==> src/rtl/iob_sync_pack_fifo_pkg.sv <==
// Shared definitions for the narrow-in / wide-out packing FIFO.
// RATIO, LANE_W and DEPTH are provided as localparams for the default build.
// Helper functions derive the same values for any legal parameter set.
// Further helpers validate the parameters and count the stored lanes.
package iob_sync_pack_fifo_pkg;

  localparam int unsigned DEF_W_DATA_W = 8;
  localparam int unsigned DEF_R_DATA_W = 32;
  localparam int unsigned DEF_ADDR_W   = 4;

  function automatic int unsigned calc_ratio(input int unsigned r_w, input int unsigned w_w);
    return r_w / w_w;
  endfunction

  function automatic int unsigned calc_lane_w(input int unsigned ratio);
    return $clog2(ratio) + 1;
  endfunction

  function automatic int unsigned calc_depth(input int unsigned addr_w);
    return 32'd1 << addr_w;
  endfunction

  localparam int unsigned RATIO  = calc_ratio(DEF_R_DATA_W, DEF_W_DATA_W);
  localparam int unsigned LANE_W = calc_lane_w(RATIO);
  localparam int unsigned DEPTH  = calc_depth(DEF_ADDR_W);

  // R must be an exact power-of-two multiple (>= 2) of W.
  function automatic bit params_ok(input int unsigned r_w, input int unsigned w_w,
                                   input int unsigned addr_w);
    int unsigned ratio;
    if (w_w == 0 || addr_w == 0) return 1'b0;
    if ((r_w % w_w) != 0) return 1'b0;
    ratio = r_w / w_w;
    return (ratio >= 2) && ((ratio & (ratio - 1)) == 0);
  endfunction

  // Lanes held by a pushed word: lanes already packed plus one if a write
  // lands in the same cycle.
  function automatic int unsigned stored_lanes(input int unsigned lane_cnt, input bit wr_acc);
    return lane_cnt + (wr_acc ? 32'd1 : 32'd0);
  endfunction

endpackage

==> src/rtl/iob_pack_fifo_mem.sv <==
// Two-port register array for the packing FIFO.
// The write port is synchronous. The read port is registered and updates
// only while rd_en_i is high.
// Ports: clk_i, rst_n_i (async, active low; clears only the read register),
//        wr_en_i/wr_addr_i/wr_data_i, rd_en_i/rd_addr_i, rd_data_o.
module iob_pack_fifo_mem #(
  parameter int unsigned ADDR_W = 4,
  parameter int unsigned DATA_W = 35
) (
  input  logic              clk_i,
  input  logic              rst_n_i,
  input  logic              wr_en_i,
  input  logic [ADDR_W-1:0] wr_addr_i,
  input  logic [DATA_W-1:0] wr_data_i,
  input  logic              rd_en_i,
  input  logic [ADDR_W-1:0] rd_addr_i,
  output logic [DATA_W-1:0] rd_data_o
);

  logic [DATA_W-1:0] mem_q [2**ADDR_W];
  logic [DATA_W-1:0] rd_data_q;

  always_ff @(posedge clk_i) begin
    if (wr_en_i) mem_q[wr_addr_i] <= wr_data_i;
  end

  always_ff @(posedge clk_i or negedge rst_n_i) begin
    if (!rst_n_i)     rd_data_q <= '0;
    else if (rd_en_i) rd_data_q <= mem_q[rd_addr_i];
  end

  assign rd_data_o = rd_data_q;

endmodule

==> src/rtl/iob_sync_pack_fifo.sv <==
// Single-clock FIFO that packs RATIO narrow writes into one wide read word.
// A flush request pushes a partially filled word early. Each stored word
// carries a lanes field that gives the number of valid lanes.
// Ports: clk, rst (async, active low), data_in/write_en/full,
//        flush/flush_ack, read_en/data_out/data_out_lanes, empty, level.
module iob_sync_pack_fifo
  import iob_sync_pack_fifo_pkg::*;
#(
  parameter int unsigned W_DATA_W = 8,
  parameter int unsigned R_DATA_W = 32,
  parameter int unsigned ADDR_W   = 4
) (
  input  logic                                               clk,
  input  logic                                               rst,
  input  logic [W_DATA_W-1:0]                                data_in,
  input  logic                                               write_en,
  output logic                                               full,
  input  logic                                               flush,
  output logic                                               flush_ack,
  input  logic                                               read_en,
  output logic [R_DATA_W-1:0]                                data_out,
  output logic [calc_lane_w(calc_ratio(R_DATA_W, W_DATA_W))-1:0] data_out_lanes,
  output logic                                               empty,
  output logic [ADDR_W:0]                                    level
);

  localparam int unsigned RAT   = calc_ratio(R_DATA_W, W_DATA_W);
  localparam int unsigned LW    = calc_lane_w(RAT);
  localparam int unsigned DEP   = calc_depth(ADDR_W);
  localparam int unsigned CNT_W = $clog2(RAT);
  localparam int unsigned ENT_W = R_DATA_W + LW;

  localparam logic [CNT_W-1:0] LAST_LANE = CNT_W'(RAT - 1);
  localparam logic [ADDR_W:0]  DEPTH_L   = (ADDR_W + 1)'(DEP);

  if (!params_ok(R_DATA_W, W_DATA_W, ADDR_W)) begin : g_bad_params
    $error("iob_sync_pack_fifo: R_DATA_W must be W_DATA_W * 2**k with k >= 1");
  end

  logic [CNT_W-1:0]    lane_cnt_q, lane_cnt_d;
  logic [R_DATA_W-1:0] pack_q, pack_d;
  logic [ADDR_W-1:0]   wptr_q, wptr_d, rptr_q, rptr_d;
  logic [ADDR_W:0]     level_q, level_d;
  logic                flush_ack_q, flush_ack_d;

  logic                room, last_lane, full_c, empty_c;
  logic                wr_acc, rd_acc, word_push, flush_push, push;
  logic [R_DATA_W-1:0] merged;
  logic [LW-1:0]       push_lanes;
  logic [ENT_W-1:0]    rd_word;

  // Status comes only from registered state; read and write requests never
  // reach these signals combinationally.
  assign room      = (level_q != DEPTH_L);
  assign last_lane = (lane_cnt_q == LAST_LANE);
  assign full_c    = ~room & last_lane;
  assign empty_c   = (level_q == '0);

  assign wr_acc = write_en & ~full_c;
  assign rd_acc = read_en & ~empty_c;

  // The packing register with the current write merged into its lane.
  // Lanes above the write are already zero because the register clears on
  // every push.
  always_comb begin
    merged = pack_q;
    for (int unsigned i = 0; i < RAT; i++) begin
      if (wr_acc && (lane_cnt_q == CNT_W'(i))) merged[i*W_DATA_W +: W_DATA_W] = data_in;
    end
  end

  // A completing write always has room, because full_c would otherwise block it.
  // A flush pushes only when there is something to push and room to push it.
  assign word_push  = wr_acc & last_lane;
  assign flush_push = flush & room & ~word_push & ((lane_cnt_q != '0) | wr_acc);
  assign push       = word_push | flush_push;
  assign push_lanes = LW'(stored_lanes(32'(lane_cnt_q), wr_acc));

  always_comb begin
    lane_cnt_d  = lane_cnt_q;
    pack_d      = pack_q;
    wptr_d      = wptr_q;
    rptr_d      = rptr_q;
    level_d     = level_q;
    flush_ack_d = flush & (((lane_cnt_q == '0) & ~wr_acc) | push);

    if (push) begin
      lane_cnt_d = '0;
      pack_d     = '0;
      wptr_d     = wptr_q + ADDR_W'(1);
    end else if (wr_acc) begin
      lane_cnt_d = lane_cnt_q + CNT_W'(1);
      pack_d     = merged;
    end

    if (rd_acc) rptr_d = rptr_q + ADDR_W'(1);

    case ({push, rd_acc})
      2'b10:   level_d = level_q + (ADDR_W + 1)'(1);
      2'b01:   level_d = level_q - (ADDR_W + 1)'(1);
      default: level_d = level_q;
    endcase
  end

  always_ff @(posedge clk or negedge rst) begin
    if (!rst) begin
      lane_cnt_q  <= '0;
      pack_q      <= '0;
      wptr_q      <= '0;
      rptr_q      <= '0;
      level_q     <= '0;
      flush_ack_q <= 1'b0;
    end else begin
      lane_cnt_q  <= lane_cnt_d;
      pack_q      <= pack_d;
      wptr_q      <= wptr_d;
      rptr_q      <= rptr_d;
      level_q     <= level_d;
      flush_ack_q <= flush_ack_d;
    end
  end

  iob_pack_fifo_mem #(
    .ADDR_W (ADDR_W),
    .DATA_W (ENT_W)
  ) u_mem (
    .clk_i     (clk),
    .rst_n_i   (rst),
    .wr_en_i   (push),
    .wr_addr_i (wptr_q),
    .wr_data_i ({push_lanes, merged}),
    .rd_en_i   (rd_acc),
    .rd_addr_i (rptr_q),
    .rd_data_o (rd_word)
  );

  assign data_out       = rd_word[R_DATA_W-1:0];
  assign data_out_lanes = rd_word[R_DATA_W +: LW];
  assign full           = full_c;
  assign empty          = empty_c;
  assign level          = level_q;
  assign flush_ack      = flush_ack_q;

endmodule
==> config.mk <==
export PLATFORM = sky130hd
export DESIGN_NAME = iob_sync_pack_fifo
export DESIGN_NICKNAME = d
export VERILOG_FILES = /design/src/rtl/iob_sync_pack_fifo_pkg.sv /design/src/rtl/iob_pack_fifo_mem.sv /design/src/rtl/iob_sync_pack_fifo.sv
export SDC_FILE = /design/constraint.sdc
export NUM_CORES = 1
export LEC_CHECK = 0
export BUFFER_PORTS_ARGS = -buffer_cell sky130_fd_sc_hd__buf_2
export CAP_MARGIN = 0
export CORE_MARGIN = 3
export CORE_UTILIZATION = 42
export CTS_CLUSTER_SIZE = 16
export DETAILED_ROUTE_END_ITERATION = 8
export GPL_TIMING_DRIVEN = 0
export PLACE_DENSITY_LB_ADDON = 0.05
export SLEW_MARGIN = 20
export SYNTH_ARGS = -nofsm -noshare
export SYNTH_HDL_FRONTEND = slang
export SYNTH_SLANG_ARGS = --single-unit
==> constraint.sdc <==
create_clock -name clk -period 3.83 [get_ports clk]
set_clock_uncertainty 0.1 [all_clocks]
set_input_delay 0.383 -clock clk [delete_from_list [all_inputs] [get_ports clk]]
set_output_delay 0.383 -clock clk [all_outputs]
set_load 0.01 [all_outputs]
# Word level (Yosys, flattened, before mapping)
# Memories as Yosys holds them, arrays and structs flattened. A register that Yosys moved wholly into a read port is not among the register bits.
# Cells that the tools add are included.
word_totals:
  register_bits: 48
  latch_bits: 0
  ramBits: 560
  rom_bits: 0
  input_bits: 13
  out_inout_bits: 43
  word_cells: 58
  n_memories: 1
op_classes:
  add_sub_neg: 6
  n_mul: 0
  div_mod_pow: 0
  magnitude_cmp: 0
  n_eq_ne: 6
  shifts: 0
  n_mux: 12
  n_bitwise: 17
  n_reduce_logical: 10
mem_list:
  columns: ["name", "words", "width", "read_ports", "rd_ports_with_merged_regs", "write_ports", "line_no", "text"]
  rows:
  - ["u_mem.mem_q", 16, 35, 1, 1, 1, "iob_pack_fifo_mem.sv:20", "logic [DATA_W-1:0] mem_q [2**ADDR_W];"]
ops:
  columns: ["op", "count"]
  rows:
  - ["$mux W32", 2]
  - ["$mux W8", 4]
  - ["$pmux W5 S2", 1]
  - ["$and A1 B1 Y1", 9]
  - ["$add A4 B1 Y4 const B", 2]
  - ["$eq A2 B2 Y1 const B", 3]
  - ["$reduce_bool A2 Y1", 3]
  - ["$add A5 B1 Y5 const B", 1]
  - ["$logic_not A5 Y1", 1]
  - ["$ne A5 B5 Y1 const B", 1]
  - ["$not A1 Y1", 5]
  - ["$sub A5 B1 Y5 const B", 1]
  - ["$eq A2 B1 Y1 const B", 2]
  - ["$logic_and A1 B1 Y1", 4]
  - ["$mux W2", 2]
  - ["$add A2 B1 Y3", 1]
  - ["$mux W1", 3]
  - ["$or A1 B1 Y1", 3]
  - ["$add A2 B1 Y2 const B", 1]
  - ["$logic_not A2 Y1", 1]
  - ["$logic_not A1 Y1", 1]

# Logic depth before layout (Yosys ltp)
# Gate-level depths: netlist (run 1).
depth:
  ltp_word: 12
  depth_mapped: 14
  ltp_nobuf: 13

# Modules after synthesis
# Synthesis (run 1) repeated with hierarchy kept, for this count alone.
unflattened:
  cells_unflattened: 1156
  area_unflattened_um2: 24985.2
modules_own_cells:
  columns: ["module", "instances", "cells_per_inst", "area_each_um2", "seq_area_each_um2"]
  rows:
  - ["iob_pack_fifo_mem", 1, 957, 22581.7, 17692.0]
  - ["iob_sync_pack_fifo", 1, 199, 2403.6, 1201.2]

# Least setup slack after synthesis (run 1)
# No wires, ideal clock.
synth_timing:
  path_kind: "register to register"
  startpoint: "register level_q[1] (netlist: level[1])"
  endpoint: "register level_q[4] (netlist: level[4])"
  arrival_ns: 3.065
  required_time_ns: 3.599
  slack_ns: 0.534
  path_stages_with_launch: 12
  n_path_buf: 2
  path_cell_list: "dfrtp_1 -> or4_1 -> o21a_2 -> buf_6 -> buf_2 -> ha_1 -> ha_1 -> nor2b_1 -> o21ai_0 -> a21oi_1 -> or3b_2 -> xnor2_1"
synth_via:
  word_cells_on_any_way: 21
  cone_classes: "add/sub: 2; eq/ne: 3; mux: 1; bitwise: 13; reduce/logical: 2"
synth_lines:
  columns: ["item", "line_no", "text"]
  rows:
  - ["from (decl)", "iob_sync_pack_fifo.sv:43", "logic [ADDR_W:0] level_q, level_d;"]
  - ["from (signal assigned)", "iob_sync_pack_fifo.sv:118", "level_q <= level_d;"]
  - ["$logic_not A5 Y1 *", "iob_sync_pack_fifo.sv:57", "assign empty_c = (level_q == '0);"]
  - ["$not A1 Y1 *", "iob_sync_pack_fifo.sv:60", "assign rd_acc = read_en & ~empty_c;"]
  - ["$and A1 B1 Y1 *", "iob_sync_pack_fifo.sv:60", null]
  - ["via rd_acc", "iob_sync_pack_fifo.sv:47", "logic wr_acc, rd_acc, word_push, flush_push, push;"]
  - ["$eq A2 B1 Y1 / $eq A2 B2 Y1 (equally long branches)", "iob_sync_pack_fifo.sv:98", "case ({push, rd_acc})"]
  - ["$pmux W5 S2 / $reduce_bool A2 Y1 (equally long branches)", null, null]
# Mark *: on every way through the listed nets, which the timed path passes. The rest lies on a longest branch.
# A chain may end at the register's enable or synchronous reset.

# Final worst setup path (run 1)
# Ends and elaborated chain as after synthesis.

==> results.yml, run 1 <==
setup_path:
  path_common_cell: "ha_1"
  cp_top_family: "simple AND/OR/NAND/NOR gates"
  cp_max_fo: 10
  critPathMaxStageDelay_ns: 0.57
  cp.required_ns: 4.20
  start_kind: "register"
  cp.buffers_inverters: 2
  cp.arrival_ns: 4.02
  path_class: "register to register"
  slowest_stage: "or4_1"
  path_cells: "or4_1, o21a_2, buf_6, buf_2, ha_1, ha_1, nor2b_1, o21ai_1, a21oi_1, or3b_2, xnor2_1"
  critPathCaptureType: "register"
floorplanning:
  fp-row-count: 88
  start_util_pct: 42.72
  core_area_sq_um: 58030
  die_h_um: 248.9
  dieArea_sq_um: 61970
  io_pins: 56
  fp.dieW_um: 248.9
power_and_ir_drop:
  clkPwrFrac_pct: 29.1
  pwr-share-comb_pct: 29.1
  power.switching_mw: 6.839
  p_sw_share_pct: 30.03
  power_mw: 22.77
  seqPwrFrac_pct: 41.8
  power.internal_mw: 15.93
  vdd_ir_drop_max_mv: 0.5639
  power.density_nw_per_um2: 796.5
  p_leak_nw: 9.695
detailed_routing:
  drt-total-wl_um: 60470
  routedWlPerCell_um: 28.69
  drc: 0
  vias_per_cell: 5.593
  drtIter0Drc: 1012
  vias: 11790
  dr.pass1.iters: 5
  detail-route-antenna-nets: 0
run:
  cap_violations: 0
clock_tree:
  postCtsSetupBuffers: 0
  root_buffer: "clkbuf_16"
  clock_latency_ns: 0.60
  cts_buffer_depth: 3
  cts_made_buffers: 71
  cts_sinks: 643
  htree_levels: 3
  clk_pin_slew_worst_paths_ns: 0.06
  tritoncts: "yes"
global_route:
  grt_pass1_wl_um: 88510
  first_global_vias: 12590
  grt_usage_pct: 19.83
  grt-ovfl-total: 0
  grt_max_degree: 65
  antenna_found_initial: 1
yosys:
  yosysTopAreaCellShare_pct: 67.84
  synth_edf_count: 560
  synthSimpleGateAreaFrac_pct: 1.994
  synth_area_leaders: "edfxtp_1 68%, mux4_2 13%, dfrtp_1 8.4%"
  avgSynthCellArea_sq_um: 21.57
  synth-xor-area-share_pct: 0.3887
  synth.most_common_cell: "edfxtp_1"
  synth_compound_area_share_pct: 2.892
  synthesis.nets: 1178
  yosys_most_used_dff: "edfxtp_1"
  ys_ff_latch: 643
  synth_warnings: 0
  netlist_top_cells_count: "560 x edfxtp_1, 140 x mux4_2, 83 x dfrtp_1, 70 x o22ai_1, 45 x and2_1"
  yosys.area_share.adder_pct: 0.8380
  synth.largest_area_cell: "edfxtp_1"
  async_flop_share_pct: 12.91
  synth_area_sq_um: 24790
  ys_seq_area_share_pct: 76.22
  synth_top_family_by_area: "multiplexers"
  synth_cell_types: 39
  syn_inst: 1149
  synth_mux_area_share_pct: 16.17
final_layout:
  final_util_pct: 49.27
  nNetsFinal: 1319
  fillers: 4759
  area_growth_pct: 15.34
  multiInputGateArea_sq_um: 5578
  drive_gt1_share_pct: 32.56
  fin_cells: 2108
  seqCellArea_sq_um: 18890
sta:
  setup_viol: 0
  slew_headroom_pct: 25.63
  final_max_slew_viol_count: 0
  worst_slew_pin_slew_ns: 1.115
  hold_viol_final: 0
  fin_crit_ns: 3.646
  rsz0062_at_grt: "no"
  hold_ws_ns: 0.1213
  fmax_ghz: 0.2743
  fin_crit_sh_pct: 95.19
status:
  outcome: "finished, final reports clean"
place:
  post-dp-hpwl_um: 36740
  place_inst: 1981
  globalplace.congestion: 0.7176
  port_buffers: 55
min_path:
  hold_path_class: "input pin to async pin"
## path summary, 6_finish.rpt
path                                        startpoint                               to  slack [ns]  cells after the start
worst min register to register  pack_q[31]$_DFFE_PN0P_           pack_q[31]$_DFFE_PN0P_        0.38                      1
min in group clk                              write_en              flush_ack$_DFF_PN0_        0.12                      4
max in group asynchronous                          rst  u_mem.rd_data_o[21]$_DFFE_PN0P_        2.81                      3
worst max-delay path              level[1]$_DFFE_PN0P_             level[4]$_DFFE_PN0P_        0.18                     11
worst max register to register    level[1]$_DFFE_PN0P_             level[4]$_DFFE_PN0P_        0.18                     11
worst min-delay path                               rst            wptr_q[0]$_DFFE_PN0P_        0.12                      2
## flip-flops by register name (all words and copies together), names as in the netlist
register and flops:
rptr_q 4, flush_ack 1, u_mem.rd_data_o 35, wptr_q 4
pack_q 32, lane_cnt_q 2, level 5, u_mem.mem_q 560
## cells by family (layout without fill, tap and decap cells)
family	after synthesis	in the layout
AO/OA/AOI/OAI	120	120
XOR/XNOR	11	11
adder cells (fa/ha/maj)	16	16
buffers and inverters	72	265
flip-flops	643	643
multiplexers	208	208
other	0	1
AND/OR/NAND/NOR	79	79
## worst register-to-register path: stages, from the launching register on
cell	delay, ns
dfrtp_1	0.46
or4_1	0.58
o21a_2	0.31
buf_6	0.20
buf_2	0.23
ha_1	0.32
ha_1	0.34
nor2b_1	0.14
o21ai_1	0.16
a21oi_1	0.09
or3b_2	0.46
xnor2_1	0.13
## per-layer routing
| layer | vias up | wire, um | GRT usage, % |
|---|---|---|---|
| met5 | - | 0 | 0 |
| met4 | 0 | 1562 | 5.836 |
| met3 | 102 | 2687 | 3.550 |
| met2 | 265 | 28460 | 30.56 |
| met1 | 6388 | 27760 | 29.16 |
| li1 | 5035 | - | - |
## cell type report
class / count / area share [%]
Sequential cell: 643 / 66.09
Multi-Input combinational cell: 434 / 19.51
Clock buffer: 97 / 6.845
Tap cell: 765 / 3.348
Timing Repair Buffer: 69 / 1.921
Buffer: 61 / 1.147
Clock inverter: 28 / 0.9935
Inverter: 10 / 0.1400
Antenna cell: 1 / 0.008753
## power groups by stage
stage | Clock [mW] | Combinational [mW] | Sequential (mW)
finish | 6.63 | 6.62 | 9.51
global placement | 0 | 6.61 | 9.68
detailed placement | 0 | 6.78 | 9.66
CTS | 6.79 | 6.79 | 9.53
global route | 7.07 | 7.20 | 9.60
floorplan | 0 | 4.40 | 9.64
## cells in the final DEF, fill, tap and decap left out, types with 24 or more instances in the layout
cell       instances
edfxtp_1         560
mux4_2           140
dfrtp_1           83
buf_2             79
clkbuf_16         73
o22ai_1           70
mux2_2            44
clkbuf_1          44
a21oi_1           38
and2_1            33
mux2_4            24
## metrics by stage
step	setup slack, ns	cell area (sq um)	setup TNS (ns)
after CTS	0.1208	28580	0
after detailed placement	-0.3273	26320	-0.3273
after global routing	0.05114	28590	0
after global placement	-1.083	26020	-401.53
after floorplan	0.5339	24790	0
final	0.1843	28590	0
## what timing repair did
action,4_1_cts,5_1_grt
resized for setup,1,3
endpoints found under the hold margin,84,0
cloned,0,0
hold buffers,2,0
endpoints found under the setup margin,1,1
No activity file was read; power rests on OpenSTA's default activity.
==> run 2: changes to the inputs <==
==> constraint.sdc (replaced) <==
create_clock -name clk -period 4 [get_ports clk]
set_clock_uncertainty 0.1 [all_clocks]
set_input_delay 0.4 -clock clk [delete_from_list [all_inputs] [get_ports clk]]
set_output_delay 0.4 -clock clk [all_outputs]
set_load 0.01 [all_outputs]
==> results.yml, run 2 (synthesis results as in run 1) <==
power_and_ir_drop:
  p_leak_nw: 9.695
  power.density_nw_per_um2: 762.6
  power_mw: 21.80
  vdd_ir_drop_max_mv: 0.5403
clock_tree:
  clk_pin_slew_worst_paths_ns: 0.06
  cts_sinks: 643
  tritoncts: "yes"
  htree_levels: 3
  clock_latency_ns: 0.60
  cts_buffer_depth: 3
  root_buffer: "clkbuf_16"
  cts_made_buffers: 71
sta:
  hold_viol_final: 0
  fin_crit_sh_pct: 92.80
  fin_crit_ns: 3.712
  setup_viol: 0
  rsz0062_at_grt: "no"
  fmax_ghz: 0.2694
  slew_headroom_pct: 25.69
  final_max_slew_viol_count: 0
  worst_slew_pin_slew_ns: 1.115
  setup_ws_ns: 0.2881
min_path:
  hold_path_class: "input pin to async pin"
setup_path:
  cp.buffers_inverters: 2
  critPathMaxStageDelay_ns: 0.57
  cp_max_fo: 10
  cp_top_family: "simple AND/OR/NAND/NOR gates"
  regToRegSetupSlack_ns: 0.29
  path_common_cell: "ha_1"
  path_class: "register to register"
  critPathCaptureType: "register"
  start_kind: "register"
  path_cells: "or4_1, o21a_2, buf_6, buf_2, ha_1, ha_1, nor2b_1, o21ai_0, a21oi_1, or3b_2, xnor2_1"
  cp.arrival_ns: 4.08
  cp.required_ns: 4.37
  slowest_stage: "or4_1"
detailed_routing:
  routedWlPerCell_um: 28.69
  dr.pass1.iters: 5
  drtIter0Drc: 1007
  vias_per_cell: 5.582
  vias: 11760
  detail-route-antenna-nets: 0
  drc: 0
  drt-total-wl_um: 60450
final_layout:
  largest_reg_flops: 560
  final_common_cell: "edfxtp_1"
  drive_gt1_share_pct: 32.56
  fillers: 4760
  top_register: "u_mem.mem_q"
  antenna_cells: 0
  mostFrequentLayoutCells: "560 x edfxtp_1, 140 x mux4_2, 83 x dfrtp_1"
  area_growth_pct: 15.32
  nNetsFinal: 1319
status:
  outcome: "finished, final reports clean"
global_route:
  antenna_found_initial: 1
  grt-ovfl-total: 0
  grt_pass1_wl_um: 88510
  first_global_vias: 12590
  grt_max_degree: 65
  grt_usage_pct: 19.83
floorplanning:
  fp-row-count: 88
  io_pins: 56
  dieArea_sq_um: 61970
  fp.dieW_um: 248.9
  start_util_pct: 42.72
  die_h_um: 248.9
  core_area_sq_um: 58030
run:
  cap_violations: 0
place:
  post-place-ws_ns: -0.1573
  port_buffers: 55
  post-dp-hpwl_um: 36740
  globalplace.congestion: 0.7176
-- run 2: metal layers --
metal / up-vias / global-route usage [%] / share of wire, %
li1: 5035 / - / -
met1: 6356 / 29.16 / 46
met3: 104 / 3.550 / 4.4
met5: - / 0 / 0
met4: 0 / 5.836 / 2.6
met2: 266 / 30.56 / 47
-- run 2: power by group --
group	internal, mW	total (mW)	switching, mW
registers	8.75	9.11	0.362
clock network	3.80	6.35	2.55
logic	2.70	6.34	3.63
total	15.3	21.8	6.54
-- run 2: layout make-up --
| type | count | area, sq um | area share (%) |
|---|---|---|---|
| Buffer | 61 | 327.8 | 1.147 |
| Clock buffer | 97 | 1957 | 6.846 |
| Clock inverter | 28 | 284.0 | 0.9937 |
| Inverter | 10 | 37.54 | 0.1313 |
| Multi-Input combinational cell | 434 | 5578 | 19.51 |
| Sequential cell | 643 | 18890 | 66.10 |
| Tap cell | 765 | 957.2 | 3.349 |
| Timing Repair Buffer | 69 | 549.3 | 1.922 |
-- run 2: path summary, 6_finish.rpt --
path                                        start                         endpoint  depth (start not counted)
max                          level[1]$_DFFE_PN0P_             level[4]$_DFFE_PN0P_                         11
min                                           rst            wptr_q[0]$_DFFE_PN0P_                          2
max reg2reg                  level[1]$_DFFE_PN0P_             level[4]$_DFFE_PN0P_                         11
min reg2reg                pack_q[31]$_DFFE_PN0P_           pack_q[31]$_DFFE_PN0P_                          1
max in group asynchronous                     rst  u_mem.rd_data_o[21]$_DFFE_PN0P_                          3
min in group clk                         write_en              flush_ack$_DFF_PN0_                          4
-- run 2: stage by stage --
stage	setup TNS (ns)	std cells	utilization (%)	hold WS, ns	cell area [sq um]
detailed placement	-0.1573	1981	45.36	0.1863	26320
global route	0	2107	49.26	0.1368	28580
finish	0	2107	49.26	0.1377	28580
floorplan	0	1149	-	0.004409	24790
global placement	-306.16	1969	44.84	0.3630	26020
CTS	0	2107	49.26	0.09827	28580
-- run 2: what timing repair did --
item                                    in CTS  in global routing
setup buffers                                0                  0
hold buffers                                 2                  0
endpoints found under the hold margin       84                  0
resized for setup                            1                  0
endpoints found under the setup margin       1                  0
==> run 3: changes to the inputs <==
--- a/config.mk
+++ b/config.mk
@@ -8,7 +8,8 @@
 export BUFFER_PORTS_ARGS = -buffer_cell sky130_fd_sc_hd__buf_2
 export CAP_MARGIN = 0
 export CORE_MARGIN = 3
-export CORE_UTILIZATION = 42
+export CORE_UTILIZATION = 52
+export CTS_BUF_LIST = sky130_fd_sc_hd__clkbuf_8
 export CTS_CLUSTER_SIZE = 16
 export DETAILED_ROUTE_END_ITERATION = 8
 export GPL_TIMING_DRIVEN = 0
==> results.yml, run 3 (synthesis results as in run 1) <==
sta:
  hold_viol_final: 0
  worst_slew_pin_slew_ns: 1.023
  slew_headroom_pct: 31.81
  setup_viol: 0
  fin_crit_sh_pct: 91.96
  fmax_ghz: 0.2719
  fin_crit_ns: 3.678
  setup_ws_ns: 0.3215
  rsz0062_at_grt: "no"
  final_max_slew_viol_count: 0
power_and_ir_drop:
  power.density_nw_per_um2: 746.1
  power.switching_mw: 6.540
  clkPwrFrac_pct: 27.0
  power.internal_mw: 14.53
  seqPwrFrac_pct: 43.3
  pwr-share-comb_pct: 29.8
  vdd_ir_drop_max_mv: 0.5258
  p_sw_share_pct: 31.05
  p_leak_nw: 9.803
final_layout:
  nNetsFinal: 1351
  final_util_pct: 60.27
  final_common_cell: "edfxtp_1"
  fillers: 3503
  top_register: "u_mem.mem_q"
  drive_gt1_share_pct: 34.49
  largest_reg_flops: 560
  mostFrequentLayoutCells: "560 x edfxtp_1, 140 x mux4_2, 131 x clkbuf_8"
  area_growth_pct: 13.92
  antenna_cells: 0
  final_area_sq_um: 28240
clock_tree:
  clock_latency_ns: 0.68
  cts_buffer_depth: 3
  postCtsSetupBuffers: 0
  cts_sinks: 643
  cts_made_buffers: 105
  htree_levels: 3
  clk_pin_slew_worst_paths_ns: 0.07
  tritoncts: "yes"
  root_buffer: "clkbuf_8"
global_route:
  grt_usage_pct: 23.51
  grt-ovfl-total: 0
  grt_max_degree: 64
  grt_pass1_wl_um: 84700
  first_global_vias: 12570
  antenna_found_initial: 1
setup_path:
  cp_max_fo: 10
  start_kind: "register"
  regToRegSetupSlack_ns: 0.32
  rr_worst_depth: 11
  reg2reg_from: "level[1]$_DFFE_PN0P_"
  path_class: "register to register"
  critPathMaxStageDelay_ns: 0.58
  path_cells: "or4_1, o21a_2, buf_6, buf_2, ha_1, ha_1, nor2b_1, o21ai_0, a21oi_1, or3b_2, xnor2_1"
  path_common_cell: "ha_1"
  cp.required_ns: 4.45
  slowest_stage: "or4_1"
  cp.arrival_ns: 4.13
  endpoint: "level[4]$_DFFE_PN0P_"
  critPathCaptureType: "register"
  worstReg2RegEnd: "level[4]$_DFFE_PN0P_"
  critPathLaunch: "level[1]$_DFFE_PN0P_"
floorplanning:
  die_h_um: 224.3
  start_util_pct: 52.90
  fp.dieW_um: 224.3
  core_area_sq_um: 46850
  dieArea_sq_um: 50320
  fp-row-count: 79
  io_pins: 56
status:
  outcome: "finished, final reports clean"
detailed_routing:
  drtIter0Drc: 1025
  vias_per_cell: 5.992
  dr.pass1.iters: 5
  drc: 0
  routedWlPerCell_um: 28.54
  detail-route-antenna-nets: 0
  drt-total-wl_um: 57620
  vias: 12100
place:
  globalplace.congestion: 0.7305
  post-place-ws_ns: -0.05286
  dpl_cell_area_sq_um: 26050
  port_buffers: 55
  post-dp-hpwl_um: 33200
min_path:
  hold_path_class: "input pin to async pin"
run:
  cap_violations: 0
==> run 3: cell types whose count changed in the layout (fill, tap and decap cells not counted), moves of 3 or more <==
cell       delta
buf_12        -5
bufinv_16     -4
clkbuf_1     -20
clkbuf_16    -73
clkbuf_8    +127
clkinv_1      +4
inv_1        +34
inv_6         +3
==> run 3: metal layers <==
layer / track usage, % / vias up / share of wire, %
li1: - / 5113 / -
met4: 6.725 / 0 / 1.7
met3: 3.824 / 64 / 5.8
met1: 35.31 / 6507 / 45
met2: 36.51 / 414 / 48
met5: 0 / - / 0
==> run 3: layout make-up <==
type / instances / area [sq um] / area share [%]
clock buffers: 131 / 1803 / 6.385
plain buffers: 61 / 327.8 / 1.161
well taps: 607 / 759.5 / 2.690
flip-flops and latches: 643 / 18890 / 66.91
multi-input cells: 434 / 5575 / 19.75
inverters: 10 / 37.54 / 0.1329
repair buffers: 67 / 496.7 / 1.759
clock inverters: 66 / 342.8 / 1.214
==> run 3: worst min-delay path by stage <==
stage	from	to	slack, ns
floorplan	rst	flush_ack$_DFF_PN0_	0.004
global placement	pack_q[30]$_DFFE_PN0P_	pack_q[30]$_DFFE_PN0P_	0.36
detailed placement	rst	u_mem.rd_data_o[5]$_DFFE_PN0P_	0.19
CTS	rst	u_mem.rd_data_o[34]$_DFFE_PN0P_	0.0002
global route	rst	u_mem.rd_data_o[0]$_DFFE_PN0P_	0.04
finish	rst	u_mem.rd_data_o[0]$_DFFE_PN0P_	0.05
==> run 3: timing repair <==
item                       in CTS  in global routing
hold endpoints to repair       84                  0
hold buffers                    4                  0
resized for setup               1                  0
setup endpoints to repair       1                  0
==> run 3: through the flow <==
step	TNS [ns]	hold slack (ns)	instances	power [mW]
2_1_floorplan	0	0.004409	1149	13.44
3_3_place_gp	-231.57	0.3628	1811	15.44
3_5_place_dp	-0.05286	0.1869	1819	15.61
4_1_cts	0	0.0001978	2019	21.28
5_1_grt	0	0.03918	2019	22.06
6_report	0	0.04844	2019	21.07
==> run 3: critical path: cells and delay by family, from the launching register on <==
kind	cells	cell delay, ns
flip-flops	1	0.46
adder cells (fa/ha/maj)	2	0.62
XOR/XNOR	1	0.14
AND/OR/NAND/NOR	3	1.18
AO/OA/AOI/OAI	3	0.62
buffers and inverters	2	0.42
==> run 3: power groups by stage <==
| stage | clock network, mW | logic (mW) | registers [mW] |
|---|---|---|---|
| floorplan | 0 | 4.21 | 9.23 |
| global route | 6.10 | 6.78 | 9.19 |
| detailed placement | 0 | 6.36 | 9.25 |
| finish | 5.68 | 6.27 | 9.11 |
| CTS | 5.79 | 6.38 | 9.12 |
| global placement | 0 | 6.19 | 9.25 |
